<file path="config.mk">
export PLATFORM = sky130hd
export DESIGN_NAME = uart_word_sender
export DESIGN_NICKNAME = d
export VERILOG_FILES = /design/src/rtl/uart_tx_pkg.sv /design/src/rtl/uart_word_sender.sv
export SDC_FILE = /design/constraint.sdc
export NUM_CORES = 1
export LEC_CHECK = 0
export BUFFER_PORTS_ARGS = -buffer_cell sky130_fd_sc_hd__buf_2
export CAP_MARGIN = 0
export CORE_ASPECT_RATIO = 1.5
export CORE_MARGIN = 2
export CORE_UTILIZATION = 35
export CTS_BUF_LIST = sky130_fd_sc_hd__clkbuf_4 sky130_fd_sc_hd__clkbuf_8 sky130_fd_sc_hd__clkbuf_16
export CTS_CLUSTER_DIAMETER = 80
export DETAILED_ROUTE_END_ITERATION = 8
export GPL_TIMING_DRIVEN = 0
export SLEW_MARGIN = 20
export SYNTH_ARGS = -nofsm -noshare
export SYNTH_HDL_FRONTEND = slang
export SYNTH_SLANG_ARGS = --single-unit
</file>
<file path="constraint.sdc">
create_clock -name clk_50mhz -period 2.1 [get_ports clk_50mhz]
set_input_delay 0.525 -clock clk_50mhz [delete_from_list [all_inputs] [get_ports clk_50mhz]]
set_output_delay 0.525 -clock clk_50mhz [all_outputs]
set_load 0.02 [all_outputs]
</file>
<file path="src/rtl/uart_tx_pkg.sv">
// Shared types and helpers for the word-to-byte UART sender.
package uart_tx_pkg;

  localparam int BYTE_W = 8;

  typedef enum logic [1:0] {
    IDLE,
    ACK,
    BUSY,
    DONE
  } sender_state_t;

  // Limit a requested byte count to what the word can actually hold.
  function automatic int unsigned clamp_bytes(input int unsigned n, input int unsigned max_n);
    return (n > max_n) ? max_n : n;
  endfunction

endpackage

</file>
<file path="src/rtl/uart_word_sender.sv">
// Serialises a 1..WORD_BYTES-byte word through the byte-wide UART TX core,
// with a start-acknowledge timeout so a dead transmitter cannot stall the
// host-command path.
module uart_word_sender
  import uart_tx_pkg::*;
#(
  parameter int WORD_BYTES  = 4,
  parameter bit MSB_FIRST   = 1'b1,
  parameter int ACK_TIMEOUT = 16
) (
  input  logic                               clk_50mhz,
  input  logic                               reset,
  input  logic                               activate,
  input  logic [BYTE_W*WORD_BYTES-1:0]       word,
  input  logic [$clog2(WORD_BYTES+1)-1:0]    nbytes,
  output logic                               done,
  output logic                               error,
  output logic                               busy,
  input  logic                               tx_active,
  output logic [BYTE_W-1:0]                  tx_data,
  output logic                               tx_start
);

  localparam int WORD_W = BYTE_W * WORD_BYTES;
  localparam int CNT_W  = $clog2(WORD_BYTES + 1);
  localparam int TO_W   = $clog2(ACK_TIMEOUT);

  sender_state_t            state_q, state_nxt;
  logic [WORD_W-1:0]        shift_q, shift_nxt;
  logic [CNT_W-1:0]         rem_q, rem_nxt;
  logic [TO_W-1:0]          to_q, to_nxt;
  logic                     done_nxt, error_nxt, busy_nxt, tx_start_nxt;
  logic [BYTE_W-1:0]        tx_data_nxt;

  // Byte at the sending end of the shift register.
  function automatic logic [BYTE_W-1:0] send_byte(input logic [WORD_W-1:0] v);
    if (MSB_FIRST) return v[WORD_W-1 -: BYTE_W];
    else           return v[BYTE_W-1:0];
  endfunction

  // Move the next byte to the sending end.
  function automatic logic [WORD_W-1:0] advance(input logic [WORD_W-1:0] v);
    if (MSB_FIRST) return v << BYTE_W;
    else           return v >> BYTE_W;
  endfunction

  // Next-state and next-output decode; outputs are registered below.
  always_comb begin
    state_nxt    = state_q;
    shift_nxt    = shift_q;
    rem_nxt      = rem_q;
    to_nxt       = to_q;
    done_nxt     = done;
    error_nxt    = error;
    busy_nxt     = busy;
    tx_data_nxt  = tx_data;
    tx_start_nxt = 1'b0;

    case (state_q)
      IDLE: begin
        done_nxt  = 1'b0;
        error_nxt = 1'b0;
        // Another master owning the UART only delays the launch.
        if (activate && !tx_active) begin
          shift_nxt = word;
          rem_nxt   = CNT_W'(clamp_bytes(32'(nbytes), 32'(WORD_BYTES)));
          if (rem_nxt == '0) begin
            state_nxt = DONE;
            done_nxt  = 1'b1;
            busy_nxt  = 1'b0;
          end else begin
            tx_data_nxt  = send_byte(word);
            tx_start_nxt = 1'b1;
            to_nxt       = '0;
            busy_nxt     = 1'b1;
            state_nxt    = ACK;
          end
        end
      end

      ACK: begin
        if (tx_active) begin
          state_nxt = BUSY;
        end else if (to_q == TO_W'(ACK_TIMEOUT - 1)) begin
          state_nxt = DONE;
          done_nxt  = 1'b1;
          error_nxt = 1'b1;
          busy_nxt  = 1'b0;
        end else begin
          to_nxt = to_q + TO_W'(1);
        end
      end

      BUSY: begin
        if (!tx_active) begin
          if (rem_q == CNT_W'(1)) begin
            state_nxt = DONE;
            done_nxt  = 1'b1;
            error_nxt = 1'b0;
            busy_nxt  = 1'b0;
          end else begin
            shift_nxt    = advance(shift_q);
            rem_nxt      = rem_q - CNT_W'(1);
            tx_data_nxt  = send_byte(shift_nxt);
            tx_start_nxt = 1'b1;
            to_nxt       = '0;
            state_nxt    = ACK;
          end
        end
      end

      DONE: begin
        done_nxt = 1'b1;
        busy_nxt = 1'b0;
        // Dispatcher acknowledges by dropping activate.
        if (!activate) begin
          state_nxt = IDLE;
          done_nxt  = 1'b0;
          error_nxt = 1'b0;
        end
      end

      default: state_nxt = IDLE;
    endcase
  end

  // State, datapath and output registers; reset aborts any transfer at once.
  always_ff @(posedge clk_50mhz or negedge reset) begin
    if (!reset) begin
      state_q  <= IDLE;
      shift_q  <= '0;
      rem_q    <= '0;
      to_q     <= '0;
      done     <= 1'b0;
      error    <= 1'b0;
      busy     <= 1'b0;
      tx_data  <= '0;
      tx_start <= 1'b0;
    end else begin
      state_q  <= state_nxt;
      shift_q  <= shift_nxt;
      rem_q    <= rem_nxt;
      to_q     <= to_nxt;
      done     <= done_nxt;
      error    <= error_nxt;
      busy     <= busy_nxt;
      tx_data  <= tx_data_nxt;
      tx_start <= tx_start_nxt;
    end
  end

endmodule

</file>
# == After elaboration in Yosys (flattened, before gate mapping) ==
# Index checks and enable logic that the tools add are counted.
# word_totals
output_inout_bits,12
input_bits,39
reg_bits,45
elab_cells,90
# op_classes
n_eq_ne,15
n_mux,50
reduce_logical,13
order_cmp,1
add_sub_neg,2
# op_table
cell,n
two-way mux 24 bit,3
case mux 24 bit (2 select lines),1
two-way mux 8 bit,4
two-way mux 4 bit,6
"inequality test 2 bit, second input constant",9
two-way mux 1 bit,17
case mux 8 bit (2 select lines),1
AND reduction 5 bit,3
two-way mux 2 bit,7
two-way mux 3 bit,4
case mux 1 bit (4 select lines),3
case mux 4 bit (3 select lines),1
AND reduction 4 bit,3
case mux 2 bit (4 select lines),1
AND reduction 7 bit,1
case mux 3 bit (2 select lines),1
"adder 4 x 1 -> 4 bit, second input constant",1
"equality test 2 bit, second input constant",2
"equality test 4 bit, second input constant",1
"equality test 3 x 1 -> 1 bit, second input constant",1
"greater-than comparator 3 bit, second input constant",1
zero test 3 bit,1
"inequality test 3 bit, second input constant",1
nonzero test 3 bit,1
other kinds (7),7

# == Longest topological paths before layout ==
# Gate-level depths: netlist of the first run.
# depth
depth_word,6
mapped_depth,9
mapped_depth_nobuf,6

# == Worst setup path after synthesis of the first run ==
# OpenSTA, ideal clock, no wires.
# synth_path
kind,reg2reg
from,reg state_q[0]
to,reg shift_q[4]
path_stages_with_launch,9
setup_slack_ns,0.166
required_time_ns,1.979
setup_time_ns,0.121
path_buffers,3
synth_period_minus_slack_ns,1.934
arrival_time_ns,1.813
cell_sequence,dfrtp_1 -> inv_1 -> ha_1 -> buf_6 -> and3b_4 -> or3_1 -> buf_2 -> buf_6 -> a22o_1
# synth_via
elab_chain_len,3
word_cells_on_any_way,8
cone_classes,eq/ne: 4; mux: 1; reduce/logical: 3
# synth_rtl
item,line,text
from (decl),uart_word_sender.sv:28,"sender_state_t state_q, state_nxt;"
from (signal assigned),uart_word_sender.sv:140,state_q <= state_nxt;
equality test 2 bit / zero test 2 bit (equally long branches),uart_word_sender.sv:59,case (state_q)
inequality test 2 bit (no line) / nonzero test 2 bit (equally long branches),-,
AND reduction 4 bit (no line),-,
to (signal assigned),uart_word_sender.sv:141,shift_q <= shift_nxt;
to (decl),uart_word_sender.sv:29,"logic [WORD_W-1:0] shift_q, shift_nxt;"
# Several ways; a longest one is shown, not always the timed one.
# A chain may end at the register's enable or synchronous reset.

# == Final worst setup path of the first run ==
# layout_path
from,reg state_q[1]
to,reg shift_q[6]
# The elaborated chain is that of the path after synthesis.

==> impl_metrics.env, run 1 <==
export IMPL_status="finished, final reports clean"
export IMPL_drive_gt1_share_pct=28.2
export IMPL_finalHoldViolCount=0
export IMPL_synth_distinct_cells=41
export IMPL_clk_latency_ns=0.31
export IMPL_vias=1884
export IMPL_hold_class="in2async"
export IMPL_fmax_mhz=499
export IMPL_syn_avg_cell_area_um2=10.4
export IMPL_tightest_slew_ns=0.754
export IMPL_dieWidth_um=70.7
export IMPL_synthArstFlopShare_pct=100
export IMPL_skew_ns=0.00643
export IMPL_cp_arrival_ns=2.20
export IMPL_area_delta_synth_final_pct=22.5
export IMPL_cts_root_buf="clkbuf_8"
export IMPL_nNetsFinal=333
export IMPL_syn_nets=272
export IMPL_fin_crit_ns=2.01
export IMPL_wl_per_cell_um=14.8
export IMPL_cts_clk_slew_worst_paths_ns=0.09
export IMPL_cp_slowest_cell="dfrtp_2"
export IMPL_startpoint_type="flip-flop"
export IMPL_ys_warn_count=0
export IMPL_postCtsHoldBufs=0
export IMPL_crit_family="buffers and inverters"
export IMPL_drc=0
export IMPL_crit_buf_inv=4
export IMPL_antenna_left=0
export IMPL_grt_pass1_wl_um=8890
export IMPL_max_slew_margin_pct=49.7
export IMPL_syn_area_um2=2340
export IMPL_routed_via_density=5.19
export IMPL_postPlaceCellArea_um2=2680
export IMPL_r2r_cells=8
export IMPL_cp_required_ns=2.30
export IMPL_path_max_fanout=10
export IMPL_cts_sinks=45
export IMPL_io_pins=51
export IMPL_place_gp_congestion=0.771
export IMPL_cts_tree="built"
export IMPL_synth_seq_area_share_pct=48.2
export IMPL_setup_worst_path_end_class="flip-flop"
export IMPL_die_area_um2=7360
export IMPL_period_share_pct=95.5
export IMPL_grt_pass1_vias=1858
export IMPL_worstSetupPathType="reg2reg"
export IMPL_core_um2=6490
export IMPL_synth_mux_area_share_pct=11.2
export IMPL_fillerInstances=657
export IMPL_synthAdderAreaFrac_pct=4.28
export IMPL_cp_cell_sequence="inv_1, ha_1, buf_4, mux2i_4, or3_1, buf_4, buf_6, a22o_1"
export IMPL_finish_utilization_pct=44.2
export IMPL_cts_max_level=2
export IMPL_fin_area_um2=2870
export IMPL_drv_slew=0
export IMPL_cap_violations=0
export IMPL_row_count=36
export IMPL_setup_viol=0
export IMPL_synth_compound_area_share_pct=17.3
export IMPL_synth_top_family_by_area="compound AO/OA/AOI/OAI gates"
export IMPL_antenna_found_initial=0
export IMPL_synth_seq_cells=45
export IMPL_wl_um=5380
export IMPL_cp_num_cells=8
export IMPL_ir_worst_vdd_mv=0.604
export IMPL_die_h_um=104
export IMPL_grt_overflow=0
export IMPL_dp_hpwl_um=3930
export IMPL_grt_max_degree=46
export IMPL_start_util_pct=36.1
export IMPL_synth_flop_cell="dfrtp_1"
export IMPL_cts_buffers_inserted=5
export IMPL_synth_simple_area_share_pct=14.5
export IMPL_diodes=0
export IMPL_synth_edf_count=0
export IMPL_tns_ns=0
export IMPL_crit_top_cell="buf_4"
export IMPL_clockBufferDepth=2
export IMPL_synthCells=225
export IMPL_synth_xor_area_share_pct=0
export IMPL_power_density_nw_per_um2=1390
export IMPL_leakage_nw=1.33
export IMPL_critical_path_max_stage_delay_ns=0.40
export IMPL_grt_usage_pct=15.2
export IMPL_first_iter_violations=63
export IMPL_firstDrtPassIters=4
export IMPL_io_buffer_count=50
where the power goes:
| group | internal, W | switching (W) | leakage (nW) |
|---|---|---|---|
| Combinational | 0.000820 | 0.00104 | 0.707 |
| Sequential | 0.00122 | 0.000205 | 0.563 |
| Clock | 0.000364 | 0.000337 | 0.0591 |
path summary, 6_finish.rpt:
path | startpoint | endpoint | slack (ns)
min reg2reg | shift_q[18] | shift_q[18] | 0.49
max | state_q[1] | shift_q[6] | 0.09
max in group asynchronous | reset | state_q[1] | 1.46
max reg2reg | state_q[1] | shift_q[6] | 0.09
min in group clk_50mhz | word[4] | shift_q[4] | 0.42
min | reset | tx_data[3] | 0.21
logic make-up after synthesis:
kind of cell	after synthesis
and+or+nand+nor	66
AOI/OAI and AO/OA	60
DFF	45
muxes	26
buffers and inverters	20
adders and majority gates	8
cell usage in the layout (no fill, tap or decap), types with 2 or more instances in the layout:
| master | count |
|---|---|
| nand2b_1 | 4 |
| nor2_1 | 12 |
| and3_1 | 4 |
| ha_1 | 8 |
| buf_2 | 51 |
| buf_6 | 3 |
| a21oi_1 | 12 |
| o21ai_0 | 19 |
| o21ai_1 | 4 |
| nand4b_1 | 2 |
| and2_1 | 3 |
| or3_1 | 2 |
| clkbuf_1 | 4 |
| nand2_1 | 22 |
| nand3_1 | 8 |
| inv_1 | 7 |
| buf_4 | 8 |
| mux2i_1 | 24 |
| inv_6 | 2 |
| clkbuf_8 | 5 |
| a22o_1 | 9 |
| a31oi_1 | 4 |
| dfrtp_1 | 44 |
| nor3_1 | 3 |
metal layers:
metal  GRT usage [%]  wire, um
met1            19.3      2370
met2            25.0      2670
met3            3.20       197
met4            6.33       139
met5               0         0
flip-flops by register name, summed over array words and instances (netlist names):
signal,flops
to_q,4
busy,1
tx_start,1
shift_q,24
tx_data,8
error,1
state_q,2
rem_q,3
done,1
cell usage after synthesis, drive strengths merged, types with 4 or more instances:
library cell / instances / area share [%]
a21oi: 12 / 2.6
a22o: 9 / 3.4
a31oi: 4 / 1.1
and3: 4 / 1.1
buf: 9 / 2.8
clkbuf: 4 / 0.64
dfrtp: 45 / 48
ha: 8 / 4.3
inv: 7 / 1.1
mux2i: 25 / 11
nand2: 22 / 3.5
nand2b: 4 / 1.1
nand3: 8 / 1.7
nor2: 12 / 1.9
nor3: 4 / 1.1
o21ai: 23 / 4.9
metrics by stage:
stage	total power (W)	cells	hold slack, ns	worst slack [ns]
5_1_grt	0.00430	363	0.247	-0.000690
4_1_cts	0.00396	360	0.416	0.0232
6_report	0.00398	363	0.205	0.0942
3_5_place_dp	0.00320	351	0.471	-0.0240
2_1_floorplan	0.00272	225	0.229	0.166
3_3_place_gp	0.00317	351	0.461	0.0125
repair_timing:
action / CTS / global route
endpoints found under the setup margin: 24 / 33
gates resized for setup: 2 / 9
setup buffers: 1 / 3
pin swaps: 0 / 1
cloned: 0 / 0
endpoints found under the hold margin: 0 / 0
final cells by class:
cell class	count	area, um^2	area share, %
tap	76	95.1	3.32
multi-input combinational	160	1130	39.4
clock inverter	3	47.5	1.66
timing repair buffer	54	283	9.87
inverter	7	26.3	0.917
buffer	13	88.8	3.10
clock buffer	5	68.8	2.40
sequential	45	1130	39.3
Power figures use the tool's default switching activity.
==> run 2: changes to the inputs <==
Settings changed: ABC_AREA set to 1, CORE_MARGIN 2 to not set, CTS_BUF_LIST sky130_fd_sc_hd__clkbuf_4 sky130_fd_sc_hd__clkbuf_8 sky130_fd_sc_hd__clkbuf_16 to not set.
==> impl_metrics.env, run 2 <==
export IMPL_status="finished with violations"
export IMPL_failed_checks="DRC"
export IMPL_seq_area_um2=1130
export IMPL_setup_worst_path_end_class="flip-flop"
export IMPL_skew_ns=0.00748
export IMPL_setup_ws_ns=0.303
export IMPL_grt_max_degree=46
export IMPL_die_h_um=105
export IMPL_ys_top_cells_by_area="dfrtp_1, nand2_1, o21ai_0"
export IMPL_grt_usage_pct=16.9
export IMPL_synthCells=329
export IMPL_cts_clk_slew_worst_paths_ns=0.08
export IMPL_drc=8
export IMPL_top_regs="shift_q (24), tx_data (8), to_q (4)"
export IMPL_cts_max_level=2
export IMPL_io_pins=51
export IMPL_drive_gt1_share_pct=20.2
export IMPL_cts_setup_buffers=0
export IMPL_synth_edf_count=0
export IMPL_first_iter_violations=91
export IMPL_wl_um=5710
export IMPL_grt_pass1_vias=2238
export IMPL_synthTopCellsByCount="nand2_1, dfrtp_1, inv_1, o21ai_0, nand3_1"
export IMPL_grt_pass1_wl_um=10100
export IMPL_cts_sinks=45
export IMPL_largest_register_ffs=24
export IMPL_power_density_nw_per_um2=1440
export IMPL_start_util_pct=36.0
export IMPL_period_share_pct=85.6
export IMPL_fin_area_um2=2910
export IMPL_area_delta_synth_final_pct=17.8
export IMPL_core_um2=6850
export IMPL_layout_common_cells="nand2_1, buf_2, dfrtp_1"
export IMPL_cts_root_buf="clkbuf_8"
export IMPL_wl_per_cell_um=12.3
export IMPL_grt_overflow=0
export IMPL_ir_worst_vdd_mv=0.583
export IMPL_cp_cell_sequence="inv_1, ha_1, buf_4, inv_2, clkbuf_1, nand2_1, nand2_1, nand2_1, o21ai_1"
export IMPL_drv_slew=0
export IMPL_synth_top_area_share_pct=45.6
export IMPL_cp_arrival_ns=2.03
export IMPL_synth_seq_area_share_pct=45.6
export IMPL_cts_tree="built"
export IMPL_leakage_nw=1.61
export IMPL_cp_required_ns=2.33
export IMPL_antenna_left=0
export IMPL_cts_resized=0
export IMPL_dp_hpwl_um=4350
export IMPL_dp_slack_ns=0.299
export IMPL_die_area_um2=7400
export IMPL_tightest_slew_ns=0.573
export IMPL_row_count=37
export IMPL_cp_slowest_cell="dfrtp_1"
export IMPL_syn_nets=376
export IMPL_diodes=0
export IMPL_synth_top_cell_by_area="dfrtp_1"
export IMPL_fin_crit_ns=1.80
export IMPL_finalHoldViolCount=0
export IMPL_vias=2244
export IMPL_yosysMostFrequentCell="nand2_1"
export IMPL_multi_input_area_um2=1120
export IMPL_top_register="shift_q"
export IMPL_cap_violations=0
export IMPL_antenna_found_initial=0
export IMPL_setup_viol=0
export IMPL_synth_seq_cells=45
export IMPL_firstDrtPassIters=6
export IMPL_critical_path_max_stage_delay_ns=0.42
export IMPL_cts_buffers_inserted=5
export IMPL_dieWidth_um=70.6
export IMPL_crit_buf_inv=4
export IMPL_place_gp_congestion=0.754
export IMPL_path_max_fanout=10
export IMPL_crit_family="buffers and inverters"
export IMPL_holdWs_ns=0.210
export IMPL_routed_via_density=4.84
export IMPL_postCtsHoldBufs=0
export IMPL_fmax_mhz=557
export IMPL_synth_flop_cell="dfrtp_1"
export IMPL_synth_distinct_cells=21
export IMPL_nNetsFinal=433
export IMPL_final_common_cell="nand2_1"
export IMPL_hold_class="in2async"
export IMPL_clockBufferDepth=2
export IMPL_p_total_w=0.00419
export IMPL_rsz0062_at_grt="no"
export IMPL_tns_ns=0
export IMPL_syn_avg_cell_area_um2=7.50
export IMPL_io_buffer_count=50
export IMPL_ys_warn_count=0
export IMPL_crit_top_cell="nand2_1"
export IMPL_postPlaceCellArea_um2=2820
export IMPL_startpoint_type="flip-flop"
export IMPL_clk_latency_ns=0.30
export IMPL_max_slew_margin_pct=61.8
export IMPL_worstSetupPathType="reg2reg"
export IMPL_fillerInstances=753
export IMPL_synthArstFlopShare_pct=100
export IMPL_syn_area_um2=2470
==> run 2: cell count changes in the layout (fill, tap and decap cells not counted), sizes merged, moves of 4 or more <==
cell,previous run,this run
nand2,22,138
inv,9,34
mux2i,25,0
o21ai,23,46
nand3,8,30
a21oi,12,3
a22o,9,0
a31oi,4,0
and3,4,0
buf,62,58
nand2b,4,0
nor3,4,0
==> run 2: cell families (layout without fill, tap and decap cells) <==
family | after synthesis | in the layout | share of synthesized area [%]
xor+xnor | 1 | 1 | 0.355
simple gates | 180 | 180 | 31.2
fa+ha+maj | 8 | 8 | 4.06
buf+inv | 46 | 103 | 8.77
compound gates | 49 | 49 | 9.94
flops | 45 | 45 | 45.6
==> run 2: path summary, 6_finish.rpt <==
kind,cells past startpoint,from,to,slack (ns)
max in group asynchronous,1,reset,rem_q[2],1.49
setup / recovery,9,state_q[0],shift_q[16],0.30
hold reg to reg,2,tx_data[2],tx_data[2],0.47
min in group clk_50mhz,3,word[6],shift_q[6],0.45
setup reg to reg,9,state_q[0],shift_q[16],0.30
hold / removal,1,reset,state_q[1],0.21
==> run 2: stage by stage <==
| stage | utilization [%] | std cells |
|---|---|---|
| after detailed placement | 41.1 | 457 |
| final | 42.4 | 464 |
| after global routing | 42.4 | 464 |
| after global placement | 41.1 | 457 |
| after floorplan | - | 329 |
| after CTS | 42.4 | 464 |
==> run 2: report_power, final <==
group          internal [W]  switching [W]  total (W)
clock network      0.000261       0.000300   0.000561
logic              0.000765        0.00141    0.00218
registers           0.00127       0.000186    0.00145
total               0.00229        0.00190    0.00419
==> run 2: metal layers <==
metal,vias to the layer above,wire length (um),global-route usage [%]
met5,-,0,0
met4,0,59,4.29
met3,4,229,2.89
met2,54,3060,31.8
met1,1040,2360,19.4
li1,1146,-,-
==> run 2: final cells by class <==
class	count	share of cell area (%)
clock buffers	6	2.84
well taps	78	3.36
multi-input cells	238	38.7
inverters	34	4.39
clock inverters	1	0.258
repair buffers	50	8.69
flip-flops and latches	45	38.7
plain buffers	12	3.06
==> run 2: worst reg2reg max path, cell delays in order, from the launching register on <==
cell and delay [ns]:
dfrtp_1 0.42, inv_1 0.10, ha_1 0.21, buf_4 0.16, inv_2 0.11, clkbuf_1 0.41, nand2_1 0.10, nand2_1 0.09
nand2_1 0.06, o21ai_1 0.07
